File: src/rtl/phy_tx_pkg.sv
// Shared definitions for the two-lane TX link sequencer: FSM states,
// default line symbols and the per-lane output select codes.
package phy_tx_pkg;

  localparam int NUM_LANES = 2;

  typedef enum logic [1:0] {
    LINK_DOWN = 2'd0,
    TRAIN     = 2'd1,
    ACTIVE    = 2'd2,
    SKIP      = 2'd3
  } link_state_e;

  localparam logic [7:0] COM_SYM_D = 8'hBC;
  localparam logic [7:0] SKP_SYM_D = 8'h1C;
  localparam logic [7:0] IDL_SYM_D = 8'h7C;

  typedef enum logic [2:0] {
    SEL_ZERO,
    SEL_DATA,
    SEL_IDL,
    SEL_COM,
    SEL_SKP
  } lane_sel_e;

endpackage

File: src/rtl/phy_tx_lane_mux.sv
// Per-lane output register: picks data, filler or an ordered-set symbol
// according to the select code from the link FSM.
module phy_tx_lane_mux
  import phy_tx_pkg::*;
#(
  parameter logic [7:0] COM_SYM = COM_SYM_D,
  parameter logic [7:0] SKP_SYM = SKP_SYM_D,
  parameter logic [7:0] IDL_SYM = IDL_SYM_D
) (
  input  logic       clk_4f,
  input  logic       reset,
  input  lane_sel_e  sel,
  input  logic [7:0] data_in,
  input  logic       valid_in,
  output logic [7:0] data_out,
  output logic       valid_out
);

  always_ff @(posedge clk_4f or negedge reset) begin
    if (!reset) begin
      data_out  <= '0;
      valid_out <= 1'b0;
    end else begin
      unique case (sel)
        SEL_DATA: begin
          // empty slots on an up link are filled with idle rather than gaps
          data_out  <= valid_in ? data_in : IDL_SYM;
          valid_out <= 1'b1;
        end
        SEL_IDL: begin
          data_out  <= IDL_SYM;
          valid_out <= 1'b1;
        end
        SEL_COM: begin
          data_out  <= COM_SYM;
          valid_out <= 1'b1;
        end
        SEL_SKP: begin
          data_out  <= SKP_SYM;
          valid_out <= 1'b1;
        end
        default: begin
          data_out  <= '0;
          valid_out <= 1'b0;
        end
      endcase
    end
  end

endmodule

File: src/rtl/phy_tx_link_ctrl.sv
// Link sequencer for the two-lane TX byte path: COM training, data/idle
// forwarding and periodic COM+SKP insertion with upstream back-pressure.
module phy_tx_link_ctrl
  import phy_tx_pkg::*;
#(
  parameter int         NUM_COM      = 4,
  parameter int         SKP_INTERVAL = 64,
  parameter logic [7:0] COM_SYM      = COM_SYM_D,
  parameter logic [7:0] SKP_SYM      = SKP_SYM_D,
  parameter logic [7:0] IDL_SYM      = IDL_SYM_D
) (
  input  logic       clk_4f,
  input  logic       reset,
  input  logic       enable,
  input  logic [7:0] lane0_data_in,
  input  logic       lane0_valid_in,
  input  logic [7:0] lane1_data_in,
  input  logic       lane1_valid_in,
  output logic [7:0] lane0_data_out,
  output logic       lane0_valid_out,
  output logic [7:0] lane1_data_out,
  output logic       lane1_valid_out,
  output logic       ready_out,
  output logic       active,
  output logic [1:0] state_out,
  output logic       drop_err
);

  localparam int CCW = (NUM_COM > 1) ? $clog2(NUM_COM) : 1;
  localparam int SCW = $clog2(SKP_INTERVAL);
  localparam logic [CCW-1:0] COM_LAST = CCW'(NUM_COM - 1);
  localparam logic [SCW-1:0] SKP_LAST = SCW'(SKP_INTERVAL - 1);

  link_state_e    state, state_nx;
  logic [CCW-1:0] com_cnt, com_nx;
  logic [SCW-1:0] skp_cnt, skp_nx;
  logic           skp_ph, ph_nx;
  lane_sel_e      sel;

  logic [NUM_LANES-1:0][7:0] din, dout;
  logic [NUM_LANES-1:0]      vin, vout;

  always_ff @(posedge clk_4f or negedge reset) begin
    if (!reset) begin
      state   <= LINK_DOWN;
      com_cnt <= '0;
      skp_cnt <= '0;
      skp_ph  <= 1'b0;
    end else begin
      state   <= state_nx;
      com_cnt <= com_nx;
      skp_cnt <= skp_nx;
      skp_ph  <= ph_nx;
    end
  end

  always_comb begin
    state_nx = state;
    com_nx   = com_cnt;
    skp_nx   = skp_cnt;
    ph_nx    = skp_ph;
    sel      = SEL_ZERO;
    // dropping enable silences the lanes on the very next edge, even mid-SKIP
    if (!enable) begin
      state_nx = LINK_DOWN;
      com_nx   = '0;
      skp_nx   = '0;
      ph_nx    = 1'b0;
    end else begin
      unique case (state)
        LINK_DOWN: begin
          state_nx = TRAIN;
          com_nx   = '0;
        end
        TRAIN: begin
          sel = SEL_COM;
          if (com_cnt == COM_LAST) begin
            state_nx = ACTIVE;
            com_nx   = '0;
            skp_nx   = '0;
          end else begin
            com_nx = com_cnt + 1'b1;
          end
        end
        ACTIVE: begin
          sel = SEL_DATA;
          if (skp_cnt == SKP_LAST) begin
            state_nx = SKIP;
            skp_nx   = '0;
            ph_nx    = 1'b0;
          end else begin
            skp_nx = skp_cnt + 1'b1;
          end
        end
        SKIP: begin
          if (!skp_ph) begin
            sel   = SEL_COM;
            ph_nx = 1'b1;
          end else begin
            sel      = SEL_SKP;
            ph_nx    = 1'b0;
            state_nx = ACTIVE;
            skp_nx   = '0;
          end
        end
        default: state_nx = LINK_DOWN;
      endcase
    end
  end

  assign ready_out = (state == ACTIVE);
  assign active    = (state == ACTIVE) || (state == SKIP);
  assign state_out = state;

  always_ff @(posedge clk_4f or negedge reset) begin
    if (!reset)                                        drop_err <= 1'b0;
    else if ((lane0_valid_in || lane1_valid_in) && !ready_out) drop_err <= 1'b1;
  end

  assign din = {lane1_data_in, lane0_data_in};
  assign vin = {lane1_valid_in, lane0_valid_in};

  // one select drives every lane so insertion stays lockstep
  for (genvar l = 0; l < NUM_LANES; l++) begin : g_lane
    phy_tx_lane_mux #(
      .COM_SYM (COM_SYM),
      .SKP_SYM (SKP_SYM),
      .IDL_SYM (IDL_SYM)
    ) u_mux (
      .clk_4f    (clk_4f),
      .reset     (reset),
      .sel       (sel),
      .data_in   (din[l]),
      .valid_in  (vin[l]),
      .data_out  (dout[l]),
      .valid_out (vout[l])
    );
  end

  assign lane0_data_out  = dout[0];
  assign lane1_data_out  = dout[1];
  assign lane0_valid_out = vout[0];
  assign lane1_valid_out = vout[1];

endmodule

File: config.mk
export PLATFORM = sky130hd
export DESIGN_NAME = phy_tx_link_ctrl
export DESIGN_NICKNAME = d
export VERILOG_FILES = /design/src/rtl/phy_tx_pkg.sv /design/src/rtl/phy_tx_lane_mux.sv /design/src/rtl/phy_tx_link_ctrl.sv
export SDC_FILE = /design/constraint.sdc
export NUM_CORES = 1
export LEC_CHECK = 0
export ABC_CLOCK_PERIOD_IN_PS = 4100
export BUFFER_PORTS_ARGS = -buffer_cell sky130_fd_sc_hd__buf_2
export CAP_MARGIN = 25
export CORE_MARGIN = 1
export CORE_UTILIZATION = 35
export DETAILED_ROUTE_END_ITERATION = 12
export PLACE_DENSITY = 0.6
export SLEW_MARGIN = 0
export SYNTH_ARGS = -nofsm -noshare
export SYNTH_HDL_FRONTEND = slang
export SYNTH_SLANG_ARGS = --single-unit
File: constraint.sdc
create_clock -name clk_4f -period 4.1 [get_ports clk_4f]
set_input_delay 0.205 -clock clk_4f [delete_from_list [all_inputs] [get_ports clk_4f]]
set_output_delay 0.205 -clock clk_4f [all_outputs]
set_load 0.02 [all_outputs]
==> impl_metrics.csv, run 1 <==
group,metric,value,unit
setup_path,path_cells,"nor2b_4, buf_2",
global_routing,grt_usage,0.146,
power_and_ir_drop,power_frac_seq,0.584,
global_routing,grt_pass1_wl,4330,um
setup_path,critPathLaunchType,"flop",
finish,layout_commonest_cell,"buf_2",
clock_tree,cts_tree,"yes",
logic_synthesis,synth_nets,141,
clock_tree,h-tree-depth,2,
setup_path,crit_arrival,1.55,ns
power_and_ir_drop,clkPwrFrac,0.323,
setup_path,worstPathRequired,3.89,ns
logic_synthesis,synthDistinctLibCells,31,
power_and_ir_drop,power.switching,0.134,mW
detailed_routing,drtAntennaViolNets,0,
setup_path,crit_family,"flip-flops",
sta,final_max_slew_viol_count,0,
setup_path,max_stage_delay,0.69,ns
setup_path,slowest_stage,"dfrtp_1",
floorplan,die-area,0.00391,mm2
clock_tree,ctsResizeCount,0,
sta,period_needed,1.75,ns
floorplan,core-area,0.00342,mm2
global_routing,grt_start_max_net_pins,30,
sta,hold_viol_final,0,
sta,fmaxAchievable,570,MHz
finish,area_growth,21.4,%
detailed_routing,via_per_inst,4.69,
run,cap_violations,0,
detailed_routing,drc,0,
logic_synthesis,synth-seq-cells,29,
sta,skew,0.00790,ns
clock_tree,clock-root-buffer,"clkbuf_4",
power_and_ir_drop,total_power,0.510,mW
finish,layout.nets,183,
floorplan,ios,44,
sta,fin_setup_tns,0,ns
logic_synthesis,avgSynthCellArea,10.9,um2
global_routing,grt_pass1_vias,959,
floorplan,rows,21,
finish,num_antenna_cells,0,
logic_synthesis,ys_seq_area_frac,0.566,
clock_tree,ctsLongestPathBuffers,2,
sta,worst_pin_slew,0.634,ns
clock_tree,numCtsBuffers,5,
sta,setup_viol,0,
clock_tree,clk_latency,0.33,ns
power_and_ir_drop,p_sw_frac,0.263,
power_and_ir_drop,p_int,0.376,mW
setup_path,crit_type,"reg -> out",
finish,final_cell_mix,"buf_2 (43), dfrtp_1 (29), o21ai_0 (13), a21boi_0 (11), nand2_1 (10)",
clock_tree,clk_pin_slew,0.10,ns
sta,finalCritPeriodShare,0.428,
floorplan,chipWidth,62.5,um
detailed_routing,drtIter0Drc,37,
global_routing,grt-ovfl-total,0,
setup_path,crit_path_end_kind,"primary output",
detailed_routing,wire_per_inst,12.3,um
floorplan,die_h,62.5,um
power_and_ir_drop,power.leakage,0.808,nW
sta,maxSlewHeadroom,0.577,
floorplan,initial_core_util,0.375,
power_and_ir_drop,ir_drop,0.141,mV
placed_design,hpwlAfterDp,1800,um
detailed_routing,routed_wl,2540,um
global_routing,antenna_found_initial,0,
detailed_routing,vias,970,
detailed_routing,drt-pass1-iter-count,4,
setup_path,critPathMaxFanout,20,
placed_design,gp_congestion,0.714,
clock_tree,clock_sinks,29,
logic_synthesis,postSynthCellCount,118,
logic_synthesis,yosys_warnings,0,
sta,rsz0062_at_grt,"no",
power_and_ir_drop,power_density,328,mW/mm2
min_path,hp-class,"in -> reg",
logic_synthesis,syn_area,0.00128,mm2
placed_design,io_buffers,43,
finish,drive_gt1_frac,0.335,
setup_path,path_buf_inv,1,
status,status,"complete, no violations",
power_and_ir_drop,pwr-share-comb,0.094,
finish,fill_cells,332,
[through the flow]
stage	cell area (um2)	instances	hold slack [ns]	utilization	setup WS (ns)
after floorplan	1280	118	-0.0906	-	2.64
after global placement	1490	198	0.263	0.436	2.65
after detailed placement	1490	198	0.265	0.436	2.56
after CTS	1560	207	0.0541	0.455	2.31
after global routing	1560	207	0.0735	0.455	2.21
final	1560	207	0.0676	0.455	2.35
[synth_stat cells]
cell type	count	area share
a211oi_1	1	0.0059
a21boi_0	11	0.064
a21boi_2	1	0.0088
a21o_1	1	0.0059
a21oi_1	2	0.0078
a22o_1	1	0.0068
a31oi_1	1	0.0049
and2_1	2	0.0098
and2_4	1	0.0068
and3_1	6	0.029
buf_4	2	0.012
buf_6	3	0.026
clkbuf_1	4	0.012
dfrtp_1	29	0.57
ha_1	2	0.020
inv_1	4	0.012
nand2_1	10	0.029
nand3_1	6	0.023
nand3b_1	2	0.012
nand4_1	1	0.0049
nor2_1	2	0.0059
nor2b_1	1	0.0049
nor2b_4	1	0.011
nor4_1	1	0.0049
o21a_1	4	0.023
o21ai_0	13	0.051
o21ai_1	2	0.0078
o21bai_1	1	0.0059
or3_1	1	0.0049
xnor2_1	1	0.0068
xor2_1	1	0.0068
[worst paths after layout]
path	end	start	cells after the start	slack, ns
max	ready_out	state_out[1]	2	2.35
min	g_lane[0].u_mux.data_out[6]	lane0_data_in[6]	2	0.07
max reg2reg	skp_cnt[0]	state_out[1]	4	2.58
min reg2reg	drop_err	drop_err	1	0.50
max in group asynchronous	g_lane[1].u_mux.data_out[7]	reset	2	3.26
min in group asynchronous	g_lane[0].u_mux.data_out[7]	reset	2	0.42
[power by group through the flow]
stage	Clock (mW)	Combinational, mW	Sequential (mW)
2_1_floorplan	0	0.0167	0.311
3_3_place_gp	0	0.0475	0.303
3_5_place_dp	0	0.0479	0.303
4_1_cts	0.173	0.0488	0.298
5_1_grt	0.189	0.0531	0.299
6_report	0.164	0.0477	0.298
[kinds of logic (layout without fill, tap and decap cells)]
| kind of cell | count (synthesis) | count (layout) | synth area share |
|---|---|---|---|
| compound gates | 38 | 38 | 0.192 |
| xor+xnor | 2 | 2 | 0.0137 |
| fa+ha+maj | 2 | 2 | 0.0195 |
| buf+inv | 13 | 56 | 0.0615 |
| flops | 29 | 29 | 0.566 |
| simple gates | 34 | 34 | 0.146 |
[sequential cells by signal, summed over array words and instances (netlist names)]
signal                  cells
skp_ph                      1
state_out                   2
com_cnt                     2
g_lane.u_mux.data_out      16
drop_err                    1
g_lane.u_mux.valid_out      1
skp_cnt                     6
[layer usage]
metal  global-route usage  up-vias  routed length, um
met1                0.154      442               1090
met3               0.0420        7                120
met5                    0        -                  0
met4               0.0959        0                 66
met2                0.250       28               1260
li1                     -      493                  -
[layout make-up]
class	instances	area, um2	share of cell area
clock buffer	5	37.5	0.0241
clock inverter	3	17.5	0.0113
timing repair buffer	44	225	0.145
tap	46	57.6	0.0370
sequential	29	726	0.467
multi-input combinational	76	477	0.307
inverter	4	15.0	0.00965
[repair_timing]
item,in CTS,in global routing
hold buffers,1,0
endpoints found under the hold margin,29,0
setup buffers,0,0
No activity file was read; power rests on OpenSTA's default activity.
==> run 2: changes to the inputs <==
- ABC_CLOCK_PERIOD_IN_PS: 4100 -> 1700
- clock period: 4.1 -> 1.7 ns (I/O delays scaled with it)
==> run 2 against run 1 <==
Against the previous run: power grew to 2.6 times the previous value; critical path depth up 3; clock skew up 0.0026 ns; cell count is 3.4% higher; count of clock-buffer cells in the layout up 2; global-route usage up 0.48 points; utilization up 2.4 points; sequential power increased by 140%; clock power increased to 3.0 times the previous value; hold slack lost 0.044 ns; die area is the same; largest power group unchanged.
==> impl_metrics.csv, run 2 (synthesis gave the netlist of run 1 again) <==
group,metric,value,unit
placed_design,io_buffers,43,
finish,area_growth,27.8,%
sta,setup_viol,0,
finish,fin_cells,214,
setup_path,critPathMaxFanout,5,
floorplan,die_h,62.5,um
clock_tree,post_cts_buffers,0,
clock_tree,clk_latency,0.33,ns
global_routing,grt_usage,0.150,
clock_tree,cts_tree,"yes",
detailed_routing,drt-pass1-iter-count,4,
setup_path,max_stage_delay,0.43,ns
detailed_routing,wire_per_inst,12.3,um
power_and_ir_drop,clkPwrFrac,0.365,
setup_path,slowest_stage,"dfrtp_1",
power_and_ir_drop,p_sw_frac,0.247,
finish,drive_gt1_frac,0.327,
sta,timing.hold.ws,0.0235,ns
power_and_ir_drop,power_frac_seq,0.540,
clock_tree,clock_sinks,29,
sta,worst_pin_slew,0.614,ns
finish,multi_input_area,477,um2
min_path,worstHoldPathCells,3,
setup_path,critPathLaunchType,"flop",
floorplan,initial_core_util,0.375,
sta,maxSlewHeadroom,0.591,
placed_design,gp_congestion,0.695,
sta,fin_setup_tns,0,ns
global_routing,grt_start_max_net_pins,30,
clock_tree,cts_hold_buf,7,
detailed_routing,via_per_inst,4.88,
clock_tree,clk_pin_slew,0.10,ns
floorplan,die-area,0.00391,mm2
floorplan,ios,44,
power_and_ir_drop,power.switching,0.327,mW
detailed_routing,vias,1044,
placed_design,numPlacedInstances,199,
run,cap_violations,0,
sta,hold_viol_final,0,
floorplan,core-area,0.00342,mm2
global_routing,grt_pass1_wl,4440,um
global_routing,antenna_found_initial,0,
setup_path,crit_type,"reg -> reg",
floorplan,rows,21,
detailed_routing,routed_wl,2630,um
finish,regMostFlops,"g_lane.u_mux.data_out",
setup_path,worstPathRequired,1.92,ns
setup_path,path_cells,"ha_1, and3_1, a31oi_1, a211oi_1, o21a_1",
min_path,hp-class,"in -> reg",
finish,layout_commonest_cell,"buf_2",
finish,fill_cells,328,
floorplan,chipWidth,62.5,um
power_and_ir_drop,p_int,1.00,mW
power_and_ir_drop,power_density,810,mW/mm2
detailed_routing,drtIter0Drc,60,
clock_tree,h-tree-depth,2,
sta,skew,0.0105,ns
global_routing,grt_pass1_vias,985,
setup_path,crit_path_end_kind,"flop",
detailed_routing,drc,0,
clock_tree,numCtsBuffers,5,
clock_tree,ctsResizeCount,0,
finish,seqCellArea,726,um2
finish,layout.nets,190,
finish,num_antenna_cells,0,
global_routing,grt-ovfl-total,0,
sta,period_needed,1.46,ns
power_and_ir_drop,ir_drop,0.319,mV
setup_path,r2r_cells,5,
finish,final_cell_mix,"buf_2 (43), dfrtp_1 (29), o21ai_0 (13), a21boi_0 (11), nand2_1 (10)",
setup_path,crit_arrival,1.68,ns
finish,largest_reg_flops,16,
placed_design,hpwlAfterDp,1850,um
clock_tree,ctsLongestPathBuffers,2,
power_and_ir_drop,pwr-share-comb,0.095,
sta,fmaxAchievable,686,MHz
sta,finalCritPeriodShare,0.858,
sta,rsz0062_at_grt,"no",
finish,top_regs,"g_lane.u_mux.data_out x16, skp_cnt x6",
sta,final_max_slew_viol_count,0,
status,status,"complete, no violations",
detailed_routing,drtAntennaViolNets,0,
power_and_ir_drop,power.leakage,0.849,nW
clock_tree,clock-root-buffer,"clkbuf_4",
[run 2: cell types whose count changed in the layout (fill, tap and decap cells not counted)]
cell | before | now
clkinvlp_4 | 1 | 0
clkbuf_8 | 0 | 2
dlygate4sd3_1 | 1 | 7
clkinv_2 | 2 | 1
buf_4 | 0 | 1
[run 2: power by group through the flow]
stage	clock network, mW	registers, mW	logic, mW
6_report	0.484	0.717	0.126
5_1_grt	0.538	0.720	0.141
4_1_cts	0.499	0.718	0.129
3_5_place_dp	0	0.732	0.116
3_3_place_gp	0	0.731	0.115
2_1_floorplan	0	0.749	0.0404
[run 2: layer usage]
layer	share of wire	GRT usage	up-vias	wire length [um]
li1	-	-	505	-
met1	0.42	0.167	503	1110
met5	0	0	-	0
met3	0.051	0.0547	7	135
met2	0.50	0.246	29	1330
met4	0.024	0.0872	0	63
[run 2: critical path: cells and delay by family (launching register included)]
family | cells | cell delay (ns)
and+or+nand+nor | 1 | 0.22
DFF | 1 | 0.43
adders and majority gates | 1 | 0.23
AOI/OAI and AO/OA | 3 | 0.47
[run 2: final cells by class]
| type | count | share of cell area |
|---|---|---|
| inverter | 4 | 0.00917 |
| sequential | 29 | 0.443 |
| tap | 46 | 0.0351 |
| clock inverter | 1 | 0.00306 |
| multi-input combinational | 76 | 0.291 |
| clock buffer | 7 | 0.0397 |
| timing repair buffer | 51 | 0.179 |
[run 2: worst paths after layout]
path | slack (ns) | startpoint | to
min in group asynchronous | 0.30 | reset | skp_cnt[4]
hold reg to reg | 0.50 | drop_err | drop_err
setup / recovery | 0.24 | skp_cnt[0] | state_out[0]
setup reg to reg | 0.24 | skp_cnt[0] | state_out[0]
max in group asynchronous | 0.99 | reset | state_out[0]
hold / removal | 0.02 | lane0_data_in[7] | g_lane[0].u_mux.data_out[7]
[run 2: metrics by stage]
stage,util,setup slack (ns),power [mW],instance area [um2]
after floorplan,-,0.239,0.789,1280
after global placement,0.438,0.290,0.845,1500
after detailed placement,0.438,0.261,0.848,1500
after CTS,0.479,0.230,1.35,1640
after global routing,0.479,0.156,1.40,1640
final,0.479,0.242,1.33,1640
==> run 3: changes to the inputs <==
- GPL_TIMING_DRIVEN: default -> 0
==> run 3 against run 2 <==
Against the previous run: maximum frequency rose by 1.2%; global-route usage rose by 0.42 points; cell count rose by 3.3%; count of clock-buffer cells in the layout fell by 1; sequential cell count did not move; non-clock buffer count rose by 7; routed wire length rose by 4.9%; critical path type unchanged; critical endpoint unchanged.
==> impl_metrics.csv, run 3 (synthesis gave the netlist of run 1 again) <==
group,metric,value,unit
status,status,"complete, no violations",
finish,multi_input_area,477,um2
sta,timing.hold.ws,0.0197,ns
power_and_ir_drop,clkPwrFrac,0.317,
sta,final_max_slew_viol_count,0,
finish,final_cell_mix,"buf_2 (42), dfrtp_1 (29), o21ai_0 (13), a21boi_0 (11), nand2_1 (10)",
sta,period_needed,1.44,ns
sta,worst_pin_slew,0.626,ns
setup_path,worstPathRequired,1.92,ns
sta,maxSlewHeadroom,0.583,
clock_tree,h-tree-depth,2,
detailed_routing,drtAntennaViolNets,0,
floorplan,die_h,62.5,um
detailed_routing,vias,1052,
power_and_ir_drop,p_int,0.921,mW
floorplan,chipWidth,62.5,um
clock_tree,clock-root-buffer,"clkbuf_4",
clock_tree,clk_latency,0.32,ns
clock_tree,cts_tree,"yes",
finish,fill_cells,339,
clock_tree,clock_sinks,29,
finish,fin_cells,221,
finish,top_regs,"g_lane.u_mux.data_out x16, skp_cnt x6",
floorplan,rows,21,
detailed_routing,routed_wl,2760,um
clock_tree,ctsResizeCount,0,
floorplan,ios,44,
setup_path,crit_type,"reg -> reg",
clock_tree,cts_hold_buf,7,
finish,drive_gt1_frac,0.326,
run,cap_violations,0,
global_routing,grt_pass1_wl,4550,um
finish,largest_reg_flops,16,
detailed_routing,wire_per_inst,12.5,um
sta,setup_slack,0.259,ns
setup_path,r2r-end,"state_out[0]",
detailed_routing,via_per_inst,4.76,
setup_path,critPathLaunchType,"flop",
detailed_routing,drtIter0Drc,43,
placed_design,gp_congestion,0.694,
sta,finalCritPeriodShare,0.848,
global_routing,grt_usage,0.155,
power_and_ir_drop,p_sw_frac,0.259,
finish,design_area,0.00167,mm2
setup_path,max_stage_delay,0.43,ns
clock_tree,numCtsBuffers,5,
floorplan,initial_core_util,0.375,
power_and_ir_drop,ir_drop,0.342,mV
finish,seqCellArea,726,um2
detailed_routing,drc,0,
power_and_ir_drop,power.leakage,0.863,nW
finish,area_growth,30.4,%
placed_design,place_ws,0.273,ns
setup_path,rr_startpoint,"skp_cnt[0]",
setup_path,slowest_stage,"dfrtp_1",
sta,rsz0062_at_grt,"no",
finish,layout.nets,197,
min_path,hold_path_startpoint,"lane0_data_in[0]",
sta,setup_viol,0,
global_routing,grt-ovfl-total,0,
setup_path,crit_arrival,1.66,ns
setup_path,crit_path_end_kind,"flop",
setup_path,path_cells,"ha_1, and3_1, a31oi_1, a211oi_1, o21a_1",
power_and_ir_drop,total_power,1.24,mW
placed_design,place_area,0.00155,mm2
clock_tree,clk_pin_slew,0.10,ns
power_and_ir_drop,power.switching,0.322,mW
floorplan,die-area,0.00391,mm2
setup_path,cp-endpoint,"state_out[0]",
setup_path,cp-startpoint,"skp_cnt[0]",
placed_design,hpwlAfterDp,1940,um
finish,num_antenna_cells,0,
sta,fin_setup_tns,0,ns
clock_tree,post_cts_buffers,0,
finish,layout_commonest_cell,"buf_2",
sta,fmaxAchievable,694,MHz
placed_design,numPlacedInstances,206,
detailed_routing,drt-pass1-iter-count,4,
power_and_ir_drop,power_density,745,mW/mm2
power_and_ir_drop,pwr-share-comb,0.109,
sta,hold_viol_final,0,
placed_design,io_buffers,42,
finish,fin_util,0.489,
floorplan,core-area,0.00342,mm2
sta,skew,0.0101,ns
min_path,hp-class,"in -> reg",
setup_path,critPathMaxFanout,5,
clock_tree,ctsLongestPathBuffers,2,
global_routing,grt_pass1_vias,1020,
global_routing,grt_start_max_net_pins,30,
setup_path,r2r_cells,5,
global_routing,antenna_found_initial,0,
finish,regMostFlops,"g_lane.u_mux.data_out",
setup_path,rrSetupSlack,0.26,ns
power_and_ir_drop,power_frac_seq,0.574,
-- run 3: changes by cell type in the layout (fill, tap and decap cells not counted) --
cell      previous run  this run
buf_4                1         2
clkbuf_1             0         5
buf_6                0         3
clkinv_2             1         2
clkbuf_8             2         0
buf_2               43        42
-- run 3: final cells by class --
cell class	instances	area share
Clock buffer	6	0.0247
Buffer	9	0.0382
Sequential cell	29	0.434
Multi-Input combinational cell	76	0.285
Tap cell	46	0.0345
Clock inverter	2	0.00599
Timing Repair Buffer	49	0.168
Inverter	4	0.00899
-- run 3: worst min-delay path by stage --
stage / endpoint / slack [ns] / depth (start not counted)
after global placement: g_lane[0].u_mux.data_out[2] / 0.14 / 1
after detailed placement: g_lane[0].u_mux.data_out[2] / 0.15 / 1
after floorplan: com_cnt[0] / -0.21 / 0
after global routing: g_lane[0].u_mux.data_out[0] / 0.02 / 2
final: g_lane[0].u_mux.data_out[0] / 0.02 / 2
after CTS: g_lane[0].u_mux.data_out[0] / 0.009 / 2
-- run 3: power groups by stage --
stage	logic, mW	registers [mW]	clock network (mW)
6_report	0.136	0.714	0.394
5_1_grt	0.150	0.716	0.450
4_1_cts	0.139	0.715	0.412
3_5_place_dp	0.126	0.728	0
3_3_place_gp	0.124	0.727	0
2_1_floorplan	0.0404	0.749	0
-- run 3: critical path: cells and delay by family (launching register included) --
kind	cells	cell delay, ns
AOI/OAI and AO/OA	3	0.45
adders and majority gates	1	0.24
DFF	1	0.43
and+or+nand+nor	1	0.23
-- run 3: per-layer routing --
metal  vias to the layer above  track usage  routed length [um]
met5                         -            0                   0
met4                         0       0.0843                  53
met3                         7       0.0602                 135
met2                        28        0.266                1400
met1                       500        0.160                1170
li1                        517            -                   -
